## src/rtl/ascon_control_fsm_if.sv

```systemverilog
// Handshake and datapath-control bundle between the Ascon sequencer, its block source
// and the permutation datapath.
interface ascon_control_fsm_if;
    // upstream request / block handshake
    logic       i_start;
    logic [3:0] i_num_ad;
    logic [3:0] i_num_pt;
    logic       i_data_valid;
    logic       o_data_ready;

    // permutation datapath controls
    logic       o_sys_enable;
    logic       o_mux_select;
    logic       o_enable_xor_key_begin;
    logic       o_enable_xor_data_begin;
    logic       o_enable_xor_key_end;
    logic       o_enable_xor_lsb_end;
    logic       o_enable_state_reg;
    logic       o_enable_cipher_reg;
    logic       o_enable_tag_reg;
    logic [3:0] o_round;

    // status
    logic       o_cipher_valid;
    logic       o_done;
    logic       o_busy;

    modport slave (
        input  i_start, i_num_ad, i_num_pt, i_data_valid,
        output o_data_ready, o_sys_enable, o_mux_select,
               o_enable_xor_key_begin, o_enable_xor_data_begin,
               o_enable_xor_key_end, o_enable_xor_lsb_end,
               o_enable_state_reg, o_enable_cipher_reg, o_enable_tag_reg,
               o_round, o_cipher_valid, o_done, o_busy
    );

    modport master (
        output i_start, i_num_ad, i_num_pt, i_data_valid,
        input  o_data_ready, o_sys_enable, o_mux_select,
               o_enable_xor_key_begin, o_enable_xor_data_begin,
               o_enable_xor_key_end, o_enable_xor_lsb_end,
               o_enable_state_reg, o_enable_cipher_reg, o_enable_tag_reg,
               o_round, o_cipher_valid, o_done, o_busy
    );
endinterface

```

## src/rtl/ascon_control_fsm.sv

```systemverilog
// Sequencer for the Ascon-128 permutation datapath: init, AD blocks, PT blocks, finalization.
// Control outputs are decoded from state/round (Mealy on i_data_valid in the WAIT states).
module ascon_control_fsm #(
    parameter int unsigned NUM_ROUNDS_A = 12,
    parameter int unsigned NUM_ROUNDS_B = 6
) (
    input  logic                clock,
    input  logic                reset_n,
    ascon_control_fsm_if.slave  ctrl
);

    localparam int unsigned CNT_W = 4;
    localparam int unsigned RND_W = 4;

    localparam logic [RND_W-1:0] RND_LAST  = RND_W'(NUM_ROUNDS_A - 1);
    localparam logic [RND_W-1:0] RND_BLK   = RND_W'(NUM_ROUNDS_A - NUM_ROUNDS_B);
    localparam logic [RND_W-1:0] RND_BLK_N = RND_W'(NUM_ROUNDS_A - NUM_ROUNDS_B + 1);

    localparam logic [2:0] S_IDLE    = 3'd0;
    localparam logic [2:0] S_INIT    = 3'd1;
    localparam logic [2:0] S_WAIT_AD = 3'd2;
    localparam logic [2:0] S_AD_RND  = 3'd3;
    localparam logic [2:0] S_WAIT_PT = 3'd4;
    localparam logic [2:0] S_PT_RND  = 3'd5;
    localparam logic [2:0] S_FINAL   = 3'd6;
    localparam logic [2:0] S_DONE    = 3'd7;

    logic [2:0]       state_q, state_d;
    logic [RND_W-1:0] rnd_q, rnd_d;
    logic [CNT_W-1:0] ad_cnt_q, ad_cnt_d;
    logic [CNT_W-1:0] pt_cnt_q, pt_cnt_d;
    logic             cipher_valid_q, cipher_valid_d;

    logic             data_ready_c;
    logic             mux_select_c;
    logic             xor_key_begin_c;
    logic             xor_data_begin_c;
    logic             xor_key_end_c;
    logic             xor_lsb_end_c;
    logic             state_reg_c;
    logic             cipher_reg_c;
    logic             tag_reg_c;
    logic [RND_W-1:0] round_c;
    logic             done_c;
    logic             busy_c;

    // State, round and block-counter registers
    always_ff @(posedge clock or negedge reset_n) begin
        if (!reset_n) begin
            state_q        <= S_IDLE;
            rnd_q          <= '0;
            ad_cnt_q       <= '0;
            pt_cnt_q       <= '0;
            cipher_valid_q <= 1'b0;
        end else begin
            state_q        <= state_d;
            rnd_q          <= rnd_d;
            ad_cnt_q       <= ad_cnt_d;
            pt_cnt_q       <= pt_cnt_d;
            cipher_valid_q <= cipher_valid_d;
        end
    end

    // Next-state and control decode
    always_comb begin
        state_d          = state_q;
        rnd_d            = rnd_q;
        ad_cnt_d         = ad_cnt_q;
        pt_cnt_d         = pt_cnt_q;
        data_ready_c     = 1'b0;
        mux_select_c     = 1'b0;
        xor_key_begin_c  = 1'b0;
        xor_data_begin_c = 1'b0;
        xor_key_end_c    = 1'b0;
        xor_lsb_end_c    = 1'b0;
        state_reg_c      = 1'b0;
        cipher_reg_c     = 1'b0;
        tag_reg_c        = 1'b0;
        round_c          = '0;
        done_c           = 1'b0;

        case (state_q)
            S_IDLE: begin
                if (ctrl.i_start) begin
                    ad_cnt_d = ctrl.i_num_ad;
                    pt_cnt_d = (ctrl.i_num_pt == '0) ? CNT_W'(1) : ctrl.i_num_pt;
                    rnd_d    = '0;
                    state_d  = S_INIT;
                end
            end

            S_INIT: begin
                mux_select_c = (rnd_q != '0);
                state_reg_c  = 1'b1;
                round_c      = rnd_q;
                if (rnd_q == RND_LAST) begin
                    xor_key_end_c = 1'b1;
                    rnd_d         = '0;
                    // With no AD the domain-separation bit goes in right after init
                    if (ad_cnt_q == '0) begin
                        xor_lsb_end_c = 1'b1;
                        state_d       = S_WAIT_PT;
                    end else begin
                        state_d       = S_WAIT_AD;
                    end
                end else begin
                    rnd_d = rnd_q + RND_W'(1);
                end
            end

            S_WAIT_AD: begin
                data_ready_c = 1'b1;
                if (ctrl.i_data_valid) begin
                    mux_select_c     = 1'b1;
                    xor_data_begin_c = 1'b1;
                    state_reg_c      = 1'b1;
                    round_c          = RND_BLK;
                    rnd_d            = RND_BLK_N;
                    state_d          = S_AD_RND;
                end
            end

            S_AD_RND: begin
                mux_select_c = 1'b1;
                state_reg_c  = 1'b1;
                round_c      = rnd_q;
                if (rnd_q == RND_LAST) begin
                    ad_cnt_d = ad_cnt_q - CNT_W'(1);
                    rnd_d    = '0;
                    if (ad_cnt_q <= CNT_W'(1)) begin
                        xor_lsb_end_c = 1'b1;
                        state_d       = S_WAIT_PT;
                    end else begin
                        state_d       = S_WAIT_AD;
                    end
                end else begin
                    rnd_d = rnd_q + RND_W'(1);
                end
            end

            S_WAIT_PT: begin
                data_ready_c = 1'b1;
                if (ctrl.i_data_valid) begin
                    mux_select_c     = 1'b1;
                    xor_data_begin_c = 1'b1;
                    state_reg_c      = 1'b1;
                    cipher_reg_c     = 1'b1;
                    // Last PT block starts the pa finalization at round 0
                    if (pt_cnt_q <= CNT_W'(1)) begin
                        xor_key_begin_c = 1'b1;
                        round_c         = '0;
                        pt_cnt_d        = '0;
                        rnd_d           = RND_W'(1);
                        state_d         = S_FINAL;
                    end else begin
                        round_c         = RND_BLK;
                        rnd_d           = RND_BLK_N;
                        state_d         = S_PT_RND;
                    end
                end
            end

            S_PT_RND: begin
                mux_select_c = 1'b1;
                state_reg_c  = 1'b1;
                round_c      = rnd_q;
                if (rnd_q == RND_LAST) begin
                    pt_cnt_d = pt_cnt_q - CNT_W'(1);
                    rnd_d    = '0;
                    state_d  = S_WAIT_PT;
                end else begin
                    rnd_d = rnd_q + RND_W'(1);
                end
            end

            S_FINAL: begin
                mux_select_c = 1'b1;
                state_reg_c  = 1'b1;
                round_c      = rnd_q;
                if (rnd_q == RND_LAST) begin
                    xor_key_end_c = 1'b1;
                    tag_reg_c     = 1'b1;
                    rnd_d         = '0;
                    state_d       = S_DONE;
                end else begin
                    rnd_d = rnd_q + RND_W'(1);
                end
            end

            S_DONE: begin
                done_c  = 1'b1;
                state_d = S_IDLE;
            end

            default: begin
                state_d = S_IDLE;
                rnd_d   = '0;
            end
        endcase
    end

    assign busy_c         = (state_q != S_IDLE);
    assign cipher_valid_d = cipher_reg_c;

    assign ctrl.o_data_ready            = data_ready_c;
    assign ctrl.o_sys_enable            = busy_c;
    assign ctrl.o_mux_select            = mux_select_c;
    assign ctrl.o_enable_xor_key_begin  = xor_key_begin_c;
    assign ctrl.o_enable_xor_data_begin = xor_data_begin_c;
    assign ctrl.o_enable_xor_key_end    = xor_key_end_c;
    assign ctrl.o_enable_xor_lsb_end    = xor_lsb_end_c;
    assign ctrl.o_enable_state_reg      = state_reg_c;
    assign ctrl.o_enable_cipher_reg     = cipher_reg_c;
    assign ctrl.o_enable_tag_reg        = tag_reg_c;
    assign ctrl.o_round                 = round_c;
    assign ctrl.o_cipher_valid          = cipher_valid_q;
    assign ctrl.o_done                  = done_c;
    assign ctrl.o_busy                  = busy_c;

endmodule

```

## src/flat_wrapper.sv

```systemverilog
// flat-port wrapper written by rule: the top's interface ports become plain ports
module ascon_control_fsm_flat 
#(
    parameter int unsigned NUM_ROUNDS_A = 12,
    parameter int unsigned NUM_ROUNDS_B = 6
)
  (clock, reset_n, ctrl_i_start, ctrl_i_num_ad, ctrl_i_num_pt, ctrl_i_data_valid, ctrl_o_data_ready, ctrl_o_sys_enable, ctrl_o_mux_select, ctrl_o_enable_xor_key_begin, ctrl_o_enable_xor_data_begin, ctrl_o_enable_xor_key_end, ctrl_o_enable_xor_lsb_end, ctrl_o_enable_state_reg, ctrl_o_enable_cipher_reg, ctrl_o_enable_tag_reg, ctrl_o_round, ctrl_o_cipher_valid, ctrl_o_done, ctrl_o_busy);
  ascon_control_fsm_if ctrl_i ();
  input  logic clock;
  input  logic reset_n;
  input wire logic [$bits(ctrl_i.i_start)-1:0] ctrl_i_start;
  input wire logic [$bits(ctrl_i.i_num_ad)-1:0] ctrl_i_num_ad;
  input wire logic [$bits(ctrl_i.i_num_pt)-1:0] ctrl_i_num_pt;
  input wire logic [$bits(ctrl_i.i_data_valid)-1:0] ctrl_i_data_valid;
  output wire logic [$bits(ctrl_i.o_data_ready)-1:0] ctrl_o_data_ready;
  output wire logic [$bits(ctrl_i.o_sys_enable)-1:0] ctrl_o_sys_enable;
  output wire logic [$bits(ctrl_i.o_mux_select)-1:0] ctrl_o_mux_select;
  output wire logic [$bits(ctrl_i.o_enable_xor_key_begin)-1:0] ctrl_o_enable_xor_key_begin;
  output wire logic [$bits(ctrl_i.o_enable_xor_data_begin)-1:0] ctrl_o_enable_xor_data_begin;
  output wire logic [$bits(ctrl_i.o_enable_xor_key_end)-1:0] ctrl_o_enable_xor_key_end;
  output wire logic [$bits(ctrl_i.o_enable_xor_lsb_end)-1:0] ctrl_o_enable_xor_lsb_end;
  output wire logic [$bits(ctrl_i.o_enable_state_reg)-1:0] ctrl_o_enable_state_reg;
  output wire logic [$bits(ctrl_i.o_enable_cipher_reg)-1:0] ctrl_o_enable_cipher_reg;
  output wire logic [$bits(ctrl_i.o_enable_tag_reg)-1:0] ctrl_o_enable_tag_reg;
  output wire logic [$bits(ctrl_i.o_round)-1:0] ctrl_o_round;
  output wire logic [$bits(ctrl_i.o_cipher_valid)-1:0] ctrl_o_cipher_valid;
  output wire logic [$bits(ctrl_i.o_done)-1:0] ctrl_o_done;
  output wire logic [$bits(ctrl_i.o_busy)-1:0] ctrl_o_busy;
  assign ctrl_i.i_start = ctrl_i_start;
  assign ctrl_i.i_num_ad = ctrl_i_num_ad;
  assign ctrl_i.i_num_pt = ctrl_i_num_pt;
  assign ctrl_i.i_data_valid = ctrl_i_data_valid;
  assign ctrl_o_data_ready = ctrl_i.o_data_ready;
  assign ctrl_o_sys_enable = ctrl_i.o_sys_enable;
  assign ctrl_o_mux_select = ctrl_i.o_mux_select;
  assign ctrl_o_enable_xor_key_begin = ctrl_i.o_enable_xor_key_begin;
  assign ctrl_o_enable_xor_data_begin = ctrl_i.o_enable_xor_data_begin;
  assign ctrl_o_enable_xor_key_end = ctrl_i.o_enable_xor_key_end;
  assign ctrl_o_enable_xor_lsb_end = ctrl_i.o_enable_xor_lsb_end;
  assign ctrl_o_enable_state_reg = ctrl_i.o_enable_state_reg;
  assign ctrl_o_enable_cipher_reg = ctrl_i.o_enable_cipher_reg;
  assign ctrl_o_enable_tag_reg = ctrl_i.o_enable_tag_reg;
  assign ctrl_o_round = ctrl_i.o_round;
  assign ctrl_o_cipher_valid = ctrl_i.o_cipher_valid;
  assign ctrl_o_done = ctrl_i.o_done;
  assign ctrl_o_busy = ctrl_i.o_busy;
  ascon_control_fsm #(.NUM_ROUNDS_A(NUM_ROUNDS_A), .NUM_ROUNDS_B(NUM_ROUNDS_B)) u_core (.clock(clock), .reset_n(reset_n), .ctrl(ctrl_i));
endmodule
```

## config.mk

```make
export PLATFORM = sky130hd
export DESIGN_NAME = ascon_control_fsm_flat
export DESIGN_NICKNAME = d
export VERILOG_FILES = /design/src/rtl/ascon_control_fsm_if.sv /design/src/rtl/ascon_control_fsm.sv /design/src/flat_wrapper.sv
export SDC_FILE = /design/constraint.sdc
export NUM_CORES = 1
export LEC_CHECK = 0
export BUFFER_PORTS_ARGS = -buffer_cell sky130_fd_sc_hd__buf_4
export CORE_UTILIZATION = 45
export CTS_CLUSTER_DIAMETER = 100
export DETAILED_ROUTE_END_ITERATION = 8
export GPL_TIMING_DRIVEN = 1
export PLACE_DENSITY = 0.75
export RECOVER_POWER = 25
export SYNTH_ARGS = -nofsm -noshare
export SYNTH_HDL_FRONTEND = slang
export SYNTH_SLANG_ARGS = --single-unit
export TNS_END_PERCENT = 5
```

## constraint.sdc

```tcl
create_clock -name clock -period 2.65 [get_ports clock]
set_input_delay 0.265 -clock clock [delete_from_list [all_inputs] [get_ports clock]]
set_output_delay 0.265 -clock clock [all_outputs]
set_load 0.1 [all_outputs]
```

==> metrics.txt, run 1 <==
Slowest Stage Delay on Critical Path=0.84 ns; number of cells on the worst reg-to-reg path=5; RSZ-0062 raised after global routing=false; yosys warns=0; maximum achievable frequency=0.421 GHz; beginning of the critical path=u_core.state_q[1]; share of flip-flops with an asynchronous set or reset=100%; via count of the first global-routing pass=1352; post-detail-place hpwl=2.53 mm; Critical Path RT=2.38 ns; fraction of the yosys area taken by sequential cells=27.4%; Worst EP arrival=2.11 ns; cells after synthesis=171; critical path depth in cells=6; CTS tree=done; sort of element at the start of the critical path=register; Slew Viols, Final=0; Avg WL per Cell=14.3 µm; count of buffers inserted at the top-level ports=28; Critical Path End=ctrl_o_round[1]; cells along the critical path=nor2b_1, o31ai_1, o21ai_0, a21oi_1, o21ai_1, buf_4; Max transition margin=38.0%; number of max-cap violations=0; overall die width=58.9 µm; count of flip-flops with a built-in enable after synthesis=0; multi-input combinational cell area=975 µm²; TritonCTS sink count=16; number of routed nets with antenna violations=0; placeable core region=3050 µm²; master of the slowest instance on the critical path=sky130_fd_sc_hd__dfrtp_1; outcome=complete, no violations; final worst path period share=89.6%; clock-pin slew of the registers on the worst-case setup and hold paths=0.10 ns; share of cells above drive strength 1=27.0%; buffer levels on the longest clock path=2; netlist area before placement=1460 µm²; pre-CTS setup slack=0.620 ns; cells taking the most area after synthesis=sky130_fd_sc_hd__dfrtp_1 (27%), sky130_fd_sc_hd__ha_1 (6.0%), sky130_fd_sc_hd__o21ai_0 (5.1%), sky130_fd_sc_hd__nor2_1 (4.9%), sky130_fd_sc_hd__mux2i_1 (3.4%); Hold WC Path Type=in2reg; worst setup margin=0.276 ns; main flop type after synthesis=sky130_fd_sc_hd__dfrtp_1; Synth top area share=27.4%; layout-stage area growth over the synthesis result=19.0%; wire length of the first global-routing pass=5.91 mm; Setup Crit Path Kind=reg2out; standard-cell row count=20; drt drc=0; area of the die=3470 µm²; I/O pin cnt=29; count of endpoints failing setup in the final report=0; Inserted Clock Buffers=3; CP bufs+invs=1; Final Net Count=216; global routing usage summed across all routing layers=22.3%; setup slack, reg-to-reg=0.57 ns; actual slew at the worst max-slew pin=0.929 ns; total area of sequential cells=400 µm²; Reg2Reg Capture Point=u_core.pt_cnt_q[2]; number of buffers inserted by post-CTS setup repair=0; DR vias=1367; count of different cell masters after synthesis=51; post-synthesis cell type with the largest combined area=sky130_fd_sc_hd__dfrtp_1; filler cell count=300; Ant. Diodes=0; final period demand of the worst path=2.37 ns; cell area after placement=1690 µm²; maximum clock skew at final layout=0.00521 ns; Critical Path Fanout Max=23; net count of the mapped netlist=190; post-route cell area=1740 µm²; average via count per standard cell=5.70; largest net degree at the start of global routing=35; Root Buffer=sky130_fd_sc_hd__clkbuf_4; Final Wtd Congestion=0.843; H-tree level count=1; mean area per synthesized cell=8.53 µm²; sum of routed wire length over all layers=3.43 mm; core utilization of the finished layout=56.8%; final hold violation count=0; Critical Path Sink Type=primary output; die height=58.9 µm; # resized after CTS=0; Overflow after GRT=0; clock latency on the worst-skew pair=0.30 ns; Critical R2R Launch=u_core.state_q[1]; antenna violations before repair=0; initial core utilization=47.8%; crit-path leading delay family=flip-flops; Iteration-0 DRC Markers=67; number of detailed-routing iterations run before antenna repair=4; number of storage elements in the synthesis netlist=16
[synthesized netlist by cell type (3+ instances only)]
| cell type | count |
|---|---|
| sky130_fd_sc_hd__nor2_1 | 19 |
| sky130_fd_sc_hd__dfrtp_1 | 16 |
| sky130_fd_sc_hd__o21ai_0 | 15 |
| sky130_fd_sc_hd__nand2_1 | 11 |
| sky130_fd_sc_hd__a21oi_1 | 9 |
| sky130_fd_sc_hd__inv_1 | 8 |
| sky130_fd_sc_hd__ha_1 | 7 |
| sky130_fd_sc_hd__nor3_1 | 7 |
| sky130_fd_sc_hd__nand3_1 | 6 |
| sky130_fd_sc_hd__mux2i_1 | 5 |
| sky130_fd_sc_hd__buf_2 | 4 |
| sky130_fd_sc_hd__buf_6 | 4 |
| sky130_fd_sc_hd__nand2b_1 | 4 |
| sky130_fd_sc_hd__nor2b_1 | 4 |
| sky130_fd_sc_hd__a22o_1 | 3 |
| sky130_fd_sc_hd__buf_4 | 3 |
| sky130_fd_sc_hd__nor3b_1 | 3 |
[worst register-to-register path: stages (launching register included)]
cell	delay (ns)
sky130_fd_sc_hd__dfrtp_1	0.84
sky130_fd_sc_hd__nand2b_1	0.32
sky130_fd_sc_hd__buf_4	0.20
sky130_fd_sc_hd__a2bb2oi_4	0.23
sky130_fd_sc_hd__mux2i_1	0.23
sky130_fd_sc_hd__o311ai_1	0.13
[cell families after synthesis]
logic type	synth area share, %
AO/OA/AOI/OAI	24.4
buffers and inverters	8.06
flip-flops	27.4
adder cells (fa/ha/maj)	6.69
XOR/XNOR	0.600
AND/OR/NAND/NOR	27.9
multiplexers	4.97
[state kept, by name (all words and copies together), names as in the netlist]
| register | cells |
|---|---|
| u_core.ad_cnt_q | 4 |
| u_core.ctrl.o_cipher_valid | 1 |
| u_core.pt_cnt_q | 4 |
| u_core.rnd_q | 4 |
| u_core.state_q | 3 |
[cell type report]
cell class | instances | share of cell area, %
Timing Repair Buffer | 32 | 13.8
Clock buffer | 4 | 2.09
Sequential cell | 16 | 23.1
Multi-Input combinational cell | 136 | 56.2
Tap cell | 44 | 3.17
Inverter | 8 | 1.73
[per-layer routing]
layer / up-vias / part of all wire [%] / track usage, % / wire, µm
met1: 654 / 42 / 25.8 / 1430
met3: 9 / 3.2 / 2.20 / 109
li1: 666 / - / - / -
met4: 0 / 2.5 / 10.9 / 87
met2: 38 / 53 / 40.7 / 1800
met5: - / 0 / 0 / 0
[repair_timing]
item / 4_1_cts / 5_1_grt
hold buffers: 1 / 0
endpoints found under the hold margin: 16 / 0
endpoints found under the setup margin: 0 / 0
[layout by cell type (no fill, tap or decap), types with 6 or more instances in the layout]
master	instances
sky130_fd_sc_hd__nor2_1	19
sky130_fd_sc_hd__o21ai_0	13
sky130_fd_sc_hd__nand2_1	11
sky130_fd_sc_hd__dfrtp_1	16
sky130_fd_sc_hd__inv_1	8
sky130_fd_sc_hd__buf_4	30
sky130_fd_sc_hd__nand3_1	6
sky130_fd_sc_hd__a21oi_1	8
sky130_fd_sc_hd__ha_1	7
[per-stage QoR]
| step | setup TNS, ns | instances | hold WS [ns] |
|---|---|---|---|
| floorplan | -1.44 | 171 | -0.0306 |
| detailed placement | 0 | 235 | 0.142 |
| global placement | 0 | 235 | 0.139 |
| finish | 0 | 240 | 0.218 |
| CTS | 0 | 240 | 0.215 |
| global route | 0 | 240 | 0.234 |
[worst min-delay path by stage]
stage / from / endpoint / slack [ns] / cells past startpoint
after floorplan: reset_n / u_core.ad_cnt_q[0] / -0.03 / 0
after global placement: reset_n / u_core.ctrl.o_cipher_valid / 0.14 / 1
after detailed placement: reset_n / u_core.ctrl.o_cipher_valid / 0.14 / 1
after CTS: ctrl_i_num_ad[0] / u_core.ad_cnt_q[0] / 0.21 / 3
after global routing: ctrl_i_num_ad[0] / u_core.ad_cnt_q[0] / 0.23 / 3
final: ctrl_i_num_ad[0] / u_core.ad_cnt_q[0] / 0.22 / 3
Power of run 1 is left out: the tool's default activity adds up to more than one toggle a clock period on the data nets, which glitch-free logic cannot reach.
==> inputs of run 2 (changes only) <==
--- a/config.mk
+++ b/config.mk
@@ -10,7 +10,7 @@
 export CTS_CLUSTER_DIAMETER = 100
 export DETAILED_ROUTE_END_ITERATION = 8
 export GPL_TIMING_DRIVEN = 1
-export PLACE_DENSITY = 0.75
+export PLACE_DENSITY_LB_ADDON = 0.2
 export RECOVER_POWER = 25
 export SYNTH_ARGS = -nofsm -noshare
 export SYNTH_HDL_FRONTEND = slang
==> run 2 against run 1 <==
Hold slack got worse by 0.0057 ns; core utilization did not move; sequential share of layout area unchanged; first-iteration DRC count up 25%; register-to-register slack improved by 0.03 ns; critical path depth fell by 2; worst setup slack got worse by 0.096 ns; count of clock-buffer cells in the layout unchanged; cell area unchanged; wire length fell by 4.7%; critical path type unchanged; critical endpoint is now ctrl_o_enable_xor_key_begin.
==> metrics.txt, run 2 (synthesized netlist as in run 1, its figures left out) <==
outcome=complete, no violations; sum of routed wire length over all layers=3.27 mm (-4.7%); Setup Crit Path Kind=reg2out; Avg WL per Cell=13.6 µm (-4.7%); wire length of the first global-routing pass=5.62 mm (-4.9%); # resized after CTS=0 (unchanged); layout-stage area growth over the synthesis result=19.0% (unchanged); final period demand of the worst path=2.47 ns (+0.0956 ns); Slew Viols, Final=0 (unchanged); sort of element at the start of the critical path=register; master of the slowest instance on the critical path=sky130_fd_sc_hd__dfrtp_1; TritonCTS sink count=16 (unchanged); average via count per standard cell=5.45 (-4.2%); Regs by FF count=u_core.ad_cnt_q x4, u_core.pt_cnt_q x4, u_core.rnd_q x4; via count of the first global-routing pass=1221 (-9.7%); actual slew at the worst max-slew pin=0.901 ns (-0.0284 ns); Critical Path Sink Type=primary output; I/O pin cnt=29 (unchanged); maximum achievable frequency=0.405 GHz (-3.9%); share of cells above drive strength 1=27.0% (unchanged); overall die width=58.9 µm (unchanged); maximum clock skew at final layout=0.00138 ns (-0.00382 ns); Max transition margin=39.9% (+1.9 points); Critical Path RT=2.38 ns (about the same); most used cells in the layout excluding fill and tap cells=sky130_fd_sc_hd__buf_4 (30), sky130_fd_sc_hd__nor2_1 (19), sky130_fd_sc_hd__dfrtp_1 (16); cells along the critical path=nand2b_1, nor3b_4, nor2b_2, buf_4; cell area after placement=1690 µm² (unchanged); RSZ-0062 raised after global routing=false; setup slack, reg-to-reg=0.60 ns (+0.03 ns); Most Used Layer, Global Route=met2; number of detailed-routing iterations run before antenna repair=4 (unchanged); Iteration-0 DRC Markers=84 (+25%); number of routed nets with antenna violations=0 (unchanged); buffer levels on the longest clock path=2 (unchanged); worst setup margin=0.180 ns (-0.0956 ns); drt drc=0 (unchanged); Critical Path Fanout Max=23 (unchanged); initial core utilization=47.8% (unchanged); post-detail-place hpwl=2.46 mm (-2.8%); GR Layer Usage met1=29.4% (+3.5 points); Root Buffer=sky130_fd_sc_hd__clkbuf_4; DR vias=1309 (-4.2%); Ant. Diodes=0 (unchanged); count of placed standard cells in the final layout, fillers left out=240 (unchanged); H-tree level count=1 (unchanged); global routing usage summed across all routing layers=21.3% (-1.0 points); post-route cell area=1740 µm² (unchanged); die height=58.9 µm (unchanged); count of buffers inserted at the top-level ports=28 (unchanged); Final Wtd Congestion=0.842 (about the same); clock latency on the worst-skew pair=0.29 ns (about the same); largest net degree at the start of global routing=24 (-31%); standard-cell row count=20 (unchanged); number of max-cap violations=0 (unchanged); met2 track demand over resource=33.8% (-7.0 points); antenna violations before repair=0 (unchanged); final hold violation count=0 (unchanged); Worst EP arrival=2.20 ns (+0.09 ns); Slowest Stage Delay on Critical Path=0.67 ns (-0.17 ns); GRT met3 Usage=2.64% (+0.44 points); number of buffers inserted by post-CTS setup repair=0 (unchanged); placeable core region=3050 µm² (unchanged); count of placed standard cells including taps=235 (unchanged); area of the die=3470 µm² (unchanged); Overflow after GRT=0 (unchanged); core utilization of the finished layout=56.8% (unchanged); Final Net Count=216 (unchanged); pre-CTS setup slack=0.528 ns (-0.0922 ns); leading cell type in the layout, fill and taps excluded=sky130_fd_sc_hd__buf_4; crit-path leading delay family=simple AND/OR/NAND/NOR gates; Hold WC Path Type=in2reg; Inserted Clock Buffers=3 (unchanged); clock-pin slew of the registers on the worst-case setup and hold paths=0.10 ns (about the same); final worst path period share=93.2% (+3.6 points); CP bufs+invs=1 (unchanged); CTS tree=done; count of endpoints failing setup in the final report=0 (unchanged)
run 2: through the flow:
step,hold slack (ns),TNS [ns]
2_1_floorplan,-0.0306,-1.44
3_3_place_gp,0.144,0
3_5_place_dp,0.143,0
4_1_cts,0.204,0
5_1_grt,0.217,0
6_report,0.212,0
run 2: metal layers:
metal	wire [µm]	vias up
met4	51	0
li1	-	661
met5	0	-
met1	1530	611
met2	1590	31
met3	89	6
run 2: repair_timing:
item	CTS	global route
hold buffers	1	0
hold endpoints to repair	16	0
endpoints found under the setup margin	0	0
run 2: path summary, 6_finish.rpt:
path | startpoint | end | cells after the start
worst max-delay path | u_core.state_q[1] | ctrl_o_enable_xor_key_begin | 4
worst min-delay path | ctrl_i_num_ad[0] | u_core.ad_cnt_q[0] | 3
worst max register to register | u_core.state_q[1] | u_core.pt_cnt_q[2] | 4
worst min register to register | u_core.rnd_q[3] | u_core.rnd_q[3] | 1
max in group asynchronous | reset_n | u_core.state_q[2] | 2
min in group asynchronous | reset_n | u_core.state_q[0] | 2
run 2: worst reg2reg max path, delay by kind of cell, from the launching register on:
kind / cells / cell delay [ns]
DFF: 1 / 0.85
and+or+nand+nor: 1 / 0.49
AOI/OAI and AO/OA: 2 / 0.38
muxes: 1 / 0.21
run 2: cell type report:
cell class	instances	area (µm²)
Inverter	8	30.0
Fill cell	289	1320
Timing Repair Buffer	32	239
Sequential cell	16	400
Multi-Input combinational cell	136	975
Clock buffer	4	36.3
Tap cell	44	55.1
Power of run 2 is left out for the same reason.
